<file path="config.mk">
export PLATFORM = sky130hd
export DESIGN_NAME = fl_fifo_status_unit_flat
export DESIGN_NICKNAME = d
export VERILOG_FILES = /design/src/rtl/fl_fifo_status_pkg.sv /design/src/rtl/fl_fifo_status_if.sv /design/src/rtl/fl_updown_cnt.sv /design/src/rtl/fl_fifo_status_unit.sv /design/src/flat_wrapper.sv
export SDC_FILE = /design/constraint.sdc
export NUM_CORES = 1
export LEC_CHECK = 0
export ABC_AREA = 1
export ABC_CLOCK_PERIOD_IN_PS = 2730
export CORE_ASPECT_RATIO = 0.5
export CORE_MARGIN = 2
export CORE_UTILIZATION = 45
export CTS_CLUSTER_SIZE = 16
export DETAILED_ROUTE_END_ITERATION = 10
export HOLD_SLACK_MARGIN = 0.15
export MAX_ROUTING_LAYER = met4
export PLACE_DENSITY_LB_ADDON = 0.05
export SYNTH_ARGS = -nofsm -noshare
export SYNTH_HDL_FRONTEND = slang
export SYNTH_HIERARCHICAL = 1
export SYNTH_SLANG_ARGS = --single-unit
</file>
<file path="constraint.sdc">
create_clock -name clk_i -period 2.73 [get_ports clk_i]
set_input_delay 0.4095 -clock clk_i [delete_from_list [all_inputs] [get_ports clk_i]]
set_output_delay 0.4095 -clock clk_i [all_outputs]
set_load 0.005 [all_outputs]
</file>
<file path="src/rtl/fl_fifo_status_pkg.sv">
// fl_fifo_status_pkg: shared types, width helper and parameter legality for the FIFO status unit.
package fl_fifo_status_pkg;
  typedef enum logic [1:0] {HOLD, INC, DEC} cnt_op_e;
  function automatic int free_w(input int items);
    return $clog2(items) + 1;
  endfunction
  function automatic bit params_ok(input int items, input int status_width, input int block_size);
    return items >= 4 && (items & (items - 1)) == 0 &&
           status_width >= 1 && status_width <= free_w(items) &&
           block_size >= 1 && block_size < items;
  endfunction
endpackage

</file>
<file path="src/rtl/fl_fifo_status_if.sv">
// fl_fifo_status_if: FIFO strobes from the datapath and the status flags returned to it.
interface fl_fifo_status_if #(parameter int STATUS_WIDTH = 8);
  logic                    wr;
  logic                    wr_eof;
  logic                    rd;
  logic                    rd_eof;
  logic                    lstblk;
  logic [STATUS_WIDTH-1:0] status;
  logic                    empty;
  logic                    full;
  logic                    frame_rdy;
  logic                    err;
  modport master(output wr, wr_eof, rd, rd_eof, input lstblk, status, empty, full, frame_rdy, err);
  modport slave(input wr, wr_eof, rd, rd_eof, output lstblk, status, empty, full, frame_rdy, err);
endinterface

</file>
<file path="src/rtl/fl_updown_cnt.sv">
// fl_updown_cnt: saturating up/down counter (0..MAX) that flags decrement attempts at zero.
module fl_updown_cnt
  import fl_fifo_status_pkg::*;
#(
  parameter int MAX   = 16,
  parameter int WIDTH = 5
) (
  input  logic             clk_i,
  input  logic             rst_ni,
  input  cnt_op_e          op_i,
  output logic [WIDTH-1:0] cnt_o,
  output logic [WIDTH-1:0] cnt_nxt_o,
  output logic             udf_o
);
  logic [WIDTH-1:0] cnt_q, cnt_d;
  logic             at_max, at_zero;
  assign at_max    = cnt_q == WIDTH'(MAX);
  assign at_zero   = cnt_q == '0;
  assign cnt_d     = (op_i == INC && !at_max) ? cnt_q + 1'b1 :
                     (op_i == DEC && !at_zero) ? cnt_q - 1'b1 : cnt_q;
  assign udf_o     = op_i == DEC && at_zero;
  assign cnt_o     = cnt_q;
  assign cnt_nxt_o = cnt_d;
  always_ff @(posedge clk_i) begin
    if (!rst_ni) cnt_q <= '0;
    else cnt_q <= cnt_d;
  end
endmodule

</file>
<file path="src/rtl/fl_fifo_status_unit.sv">
// fl_fifo_status_unit: item/frame bookkeeping producing registered FrameLink FIFO status flags.
module fl_fifo_status_unit
  import fl_fifo_status_pkg::*;
#(
  parameter int ITEMS        = 512,
  parameter int STATUS_WIDTH = 8,
  parameter int BLOCK_SIZE   = 16
) (
  input logic             clk_i,
  input logic             rst_ni,
  fl_fifo_status_if.slave bus
);
  localparam int FREE_W = free_w(ITEMS);
  localparam logic [FREE_W-1:0] ITEMS_W = FREE_W'(ITEMS);
  if (!params_ok(ITEMS, STATUS_WIDTH, BLOCK_SIZE)) begin : g_bad_params
    $error("fl_fifo_status_unit: illegal ITEMS/STATUS_WIDTH/BLOCK_SIZE");
  end
  logic                    wa, ra, fw, fr;
  cnt_op_e                 item_op, frm_op;
  logic [FREE_W-1:0]       items_cnt, items_nxt, frm_cnt, frm_nxt, free_d;
  logic                    items_udf, frm_udf;
  logic                    lstblk_q, empty_q, full_q, frame_rdy_q, err_q;
  logic [STATUS_WIDTH-1:0] status_q;
  logic                    unused_ok;
  // Acceptance is gated by the registered flags so the counts can never leave 0..ITEMS.
  assign wa      = bus.wr & ~full_q;
  assign ra      = bus.rd & ~empty_q;
  assign fw      = wa & bus.wr_eof;
  assign fr      = ra & bus.rd_eof;
  assign item_op = (wa & ~ra) ? INC : (ra & ~wa) ? DEC : HOLD;
  assign frm_op  = (fw & ~fr) ? INC : (fr & ~fw) ? DEC : HOLD;
  fl_updown_cnt #(.MAX(ITEMS), .WIDTH(FREE_W)) u_items (
    .clk_i    (clk_i),
    .rst_ni   (rst_ni),
    .op_i     (item_op),
    .cnt_o    (items_cnt),
    .cnt_nxt_o(items_nxt),
    .udf_o    (items_udf)
  );
  fl_updown_cnt #(.MAX(ITEMS), .WIDTH(FREE_W)) u_frames (
    .clk_i    (clk_i),
    .rst_ni   (rst_ni),
    .op_i     (frm_op),
    .cnt_o    (frm_cnt),
    .cnt_nxt_o(frm_nxt),
    .udf_o    (frm_udf)
  );
  assign unused_ok = ^{items_cnt, frm_cnt, items_udf};
  assign free_d    = ITEMS_W - items_nxt;
  // Flags are derived from next-state counts so they line up with the stored counts.
  always_ff @(posedge clk_i) begin
    if (!rst_ni) begin
      lstblk_q    <= 1'b0;
      status_q    <= ITEMS_W[FREE_W-1 -: STATUS_WIDTH];
      empty_q     <= 1'b1;
      full_q      <= 1'b0;
      frame_rdy_q <= 1'b0;
      err_q       <= 1'b0;
    end else begin
      lstblk_q    <= free_d <= FREE_W'(BLOCK_SIZE);
      status_q    <= free_d[FREE_W-1 -: STATUS_WIDTH];
      empty_q     <= items_nxt == '0;
      full_q      <= items_nxt == ITEMS_W;
      frame_rdy_q <= frm_nxt != '0;
      err_q       <= err_q | frm_udf;
    end
  end
  assign bus.lstblk    = lstblk_q;
  assign bus.status    = status_q;
  assign bus.empty     = empty_q;
  assign bus.full      = full_q;
  assign bus.frame_rdy = frame_rdy_q;
  assign bus.err       = err_q;
endmodule

</file>
<file path="src/flat_wrapper.sv">
// flat-port wrapper written by rule: the top's interface ports become plain ports
module fl_fifo_status_unit_flat import fl_fifo_status_pkg::*;
#(
  parameter int ITEMS        = 512,
  parameter int STATUS_WIDTH = 8,
  parameter int BLOCK_SIZE   = 16
)
  (clk_i, rst_ni, bus_wr, bus_wr_eof, bus_rd, bus_rd_eof, bus_lstblk, bus_status, bus_empty, bus_full, bus_frame_rdy, bus_err);
  fl_fifo_status_if #(.STATUS_WIDTH(STATUS_WIDTH)) bus_i ();
  input logic clk_i;
  input logic rst_ni;
  input wire logic [$bits(bus_i.wr)-1:0] bus_wr;
  input wire logic [$bits(bus_i.wr_eof)-1:0] bus_wr_eof;
  input wire logic [$bits(bus_i.rd)-1:0] bus_rd;
  input wire logic [$bits(bus_i.rd_eof)-1:0] bus_rd_eof;
  output wire logic [$bits(bus_i.lstblk)-1:0] bus_lstblk;
  output wire logic [$bits(bus_i.status)-1:0] bus_status;
  output wire logic [$bits(bus_i.empty)-1:0] bus_empty;
  output wire logic [$bits(bus_i.full)-1:0] bus_full;
  output wire logic [$bits(bus_i.frame_rdy)-1:0] bus_frame_rdy;
  output wire logic [$bits(bus_i.err)-1:0] bus_err;
  assign bus_i.wr = bus_wr;
  assign bus_i.wr_eof = bus_wr_eof;
  assign bus_i.rd = bus_rd;
  assign bus_i.rd_eof = bus_rd_eof;
  assign bus_lstblk = bus_i.lstblk;
  assign bus_status = bus_i.status;
  assign bus_empty = bus_i.empty;
  assign bus_full = bus_i.full;
  assign bus_frame_rdy = bus_i.frame_rdy;
  assign bus_err = bus_i.err;
  fl_fifo_status_unit #(.ITEMS(ITEMS), .STATUS_WIDTH(STATUS_WIDTH), .BLOCK_SIZE(BLOCK_SIZE)) u_core (.clk_i(clk_i), .rst_ni(rst_ni), .bus(bus_i));
endmodule
</file>
==> metrics.txt <==
outcome=complete, no violations; DR WL met3=147 um; minimum clock period=2440 ps; Max-slew headroom=0.697; number of setup violations in the final report=0; post-CTS setup buffer count=0; Cells after Synth=377; # resized after CTS=0; DRT iter0 DRCs=106; H-tree level count=2; Root Buffer=clkbuf_16; clk buf depth=2; Filler Cell Count=543; Antenna Nets Post-Route=0; fmax=410 MHz; clock sinks=33; Ant. Diodes=0; largest net degree at the start of global routing=14; syn avg cell area=6.79 um^2; detailed-route via count=2261; area of the die=0.00635 mm^2; critical path data arrival time=2600 ps; TritonCTS clock tree=built; Met1 Wirelength=2.62 mm; DRT Pass-1 Iters=4; P_leak=1.40 nW; reg2reg start=u_core/u_items/cnt_o[0]; Area Growth Syn to Fin=14.0%; Placed Cells=461; routed vias/inst=4.82; syn nets=387; CP Capture Type=flip-flop; WL per Instance=11.2 um; met2 WL=2.44 mm; max-cap violations=0; wirelength, routed=5.26 mm; RSZ-0062 raised after global routing=false; residual DRC count=0; hold_ws=473 ps; initial antenna violation count=0; Hold Crit Class=flip-flop to flip-flop; Cell Pwr Density=1050 mW/mm^2; most common cell after layout, fill and taps aside=nand2_1; GR Overflow Total=0; WP data required=2900 ps; max-slew violation count=0; CTS clk-pin slew, worst paths=60 ps; Final Instance Count excl. Fillers=469; CP max FO=7; peak supply drop=547 uV; global-route wire length before repair=9.42 mm; clk_lat worst skew=270 ps; gr usage total=0.187; top layer in use=met4; # port buffers=18; Setup Skew=6.04 ps; number of global-route vias before repair=2070; period utilization=0.893; global placer's final weighted congestion=0.906; Final Hold Fails=0; Mapped Area=0.00256 mm^2; Std-Cell Rows=19; chip width=111 um; initial core utilization=0.466; share of layout cells above drive strength 1=0.162; most frequent cells in the layout=103 x nand2_1, 42 x nor2_1, 37 x inv_1; Yosys warnings=6; number of buffers created by CTS=5; Die Span Y=57.3 um; CP Class=flip-flop to flip-flop; startpoint class of the critical path=flip-flop; I/O Pins=19; Placeable Area=0.00549 mm^2; Setup crit start=u_core/u_items/cnt_o[0]; DP HPWL=4.22 mm; startpoint of the worst hold path=u_core/bus.err; setup TNS=0 ps; pin slew with the least headroom to its limit=455 ps; post-cts hold buffer count=0; final-stage net count=405
final timing paths:
check,endpoint,slack [ps],cells past startpoint
worst max-delay path,u_core/bus.lstblk,290,18
worst min register to register,u_core/bus.err,470,2
worst min-delay path,u_core/bus.err,470,2
worst max register to register,u_core/bus.lstblk,290,18
worst max-delay path, stage by stage (launching register included):
cell and delay, ps:
dfxtp_1 410, inv_1 100, ha_1 290, nand2_4 120, nor2_8 50, nand3_4 110
nand2_4 90, inv_1 200, nand2_1 120, nand2_1 80, nand2_1 50, nand2_1 70
inv_1 80, nor2_1 120, nand2_2 90, nor2_4 110, nand2_1 100, nand3_1 110
a21oi_2 40
flip-flops by register name, summed over array words and instances, names as in the netlist:
register / cells
u_core/u_frames/cnt_o: 10
u_core/u_items/cnt_o: 10
u_core/bus.status: 8
u_core/bus.empty: 1
u_core/bus.err: 1
u_core/bus.frame_rdy: 1
u_core/bus.full: 1
u_core/bus.lstblk: 1
final cells by class:
class | count | area [um^2] | share of cell area
multi-input combinational | 286 | 1590 | 0.546
sequential | 33 | 661 | 0.226
timing repair buffer | 22 | 210 | 0.0720
inverter | 47 | 191 | 0.0656
clock buffer | 7 | 143 | 0.0488
tap | 73 | 91.3 | 0.0313
clock inverter | 1 | 30.0 | 0.0103
power by group:
group	internal, mW	switching [mW]
Combinational	0.665	1.01
Sequential	0.618	0.115
Clock	0.456	0.200
Total	1.74	1.32
layer usage:
metal  track usage  up-vias
li1              -     1216
met1         0.250     1010
met2         0.299       31
met3        0.0351        4
met4        0.0411        0
met5             -        -
through the flow:
stage                     power (mW)  area (um^2)  utilization  worst slack (ps)
after floorplan                 2.05         2560            -               694
final                           3.06         2920        0.532               292
after CTS                       3.09         2920        0.532               289
after global placement          2.40         2750        0.500              67.1
after detailed placement        2.42         2750        0.500              49.0
after global routing            3.34         2920        0.532              65.4
(Power assumes the default switching activity.)
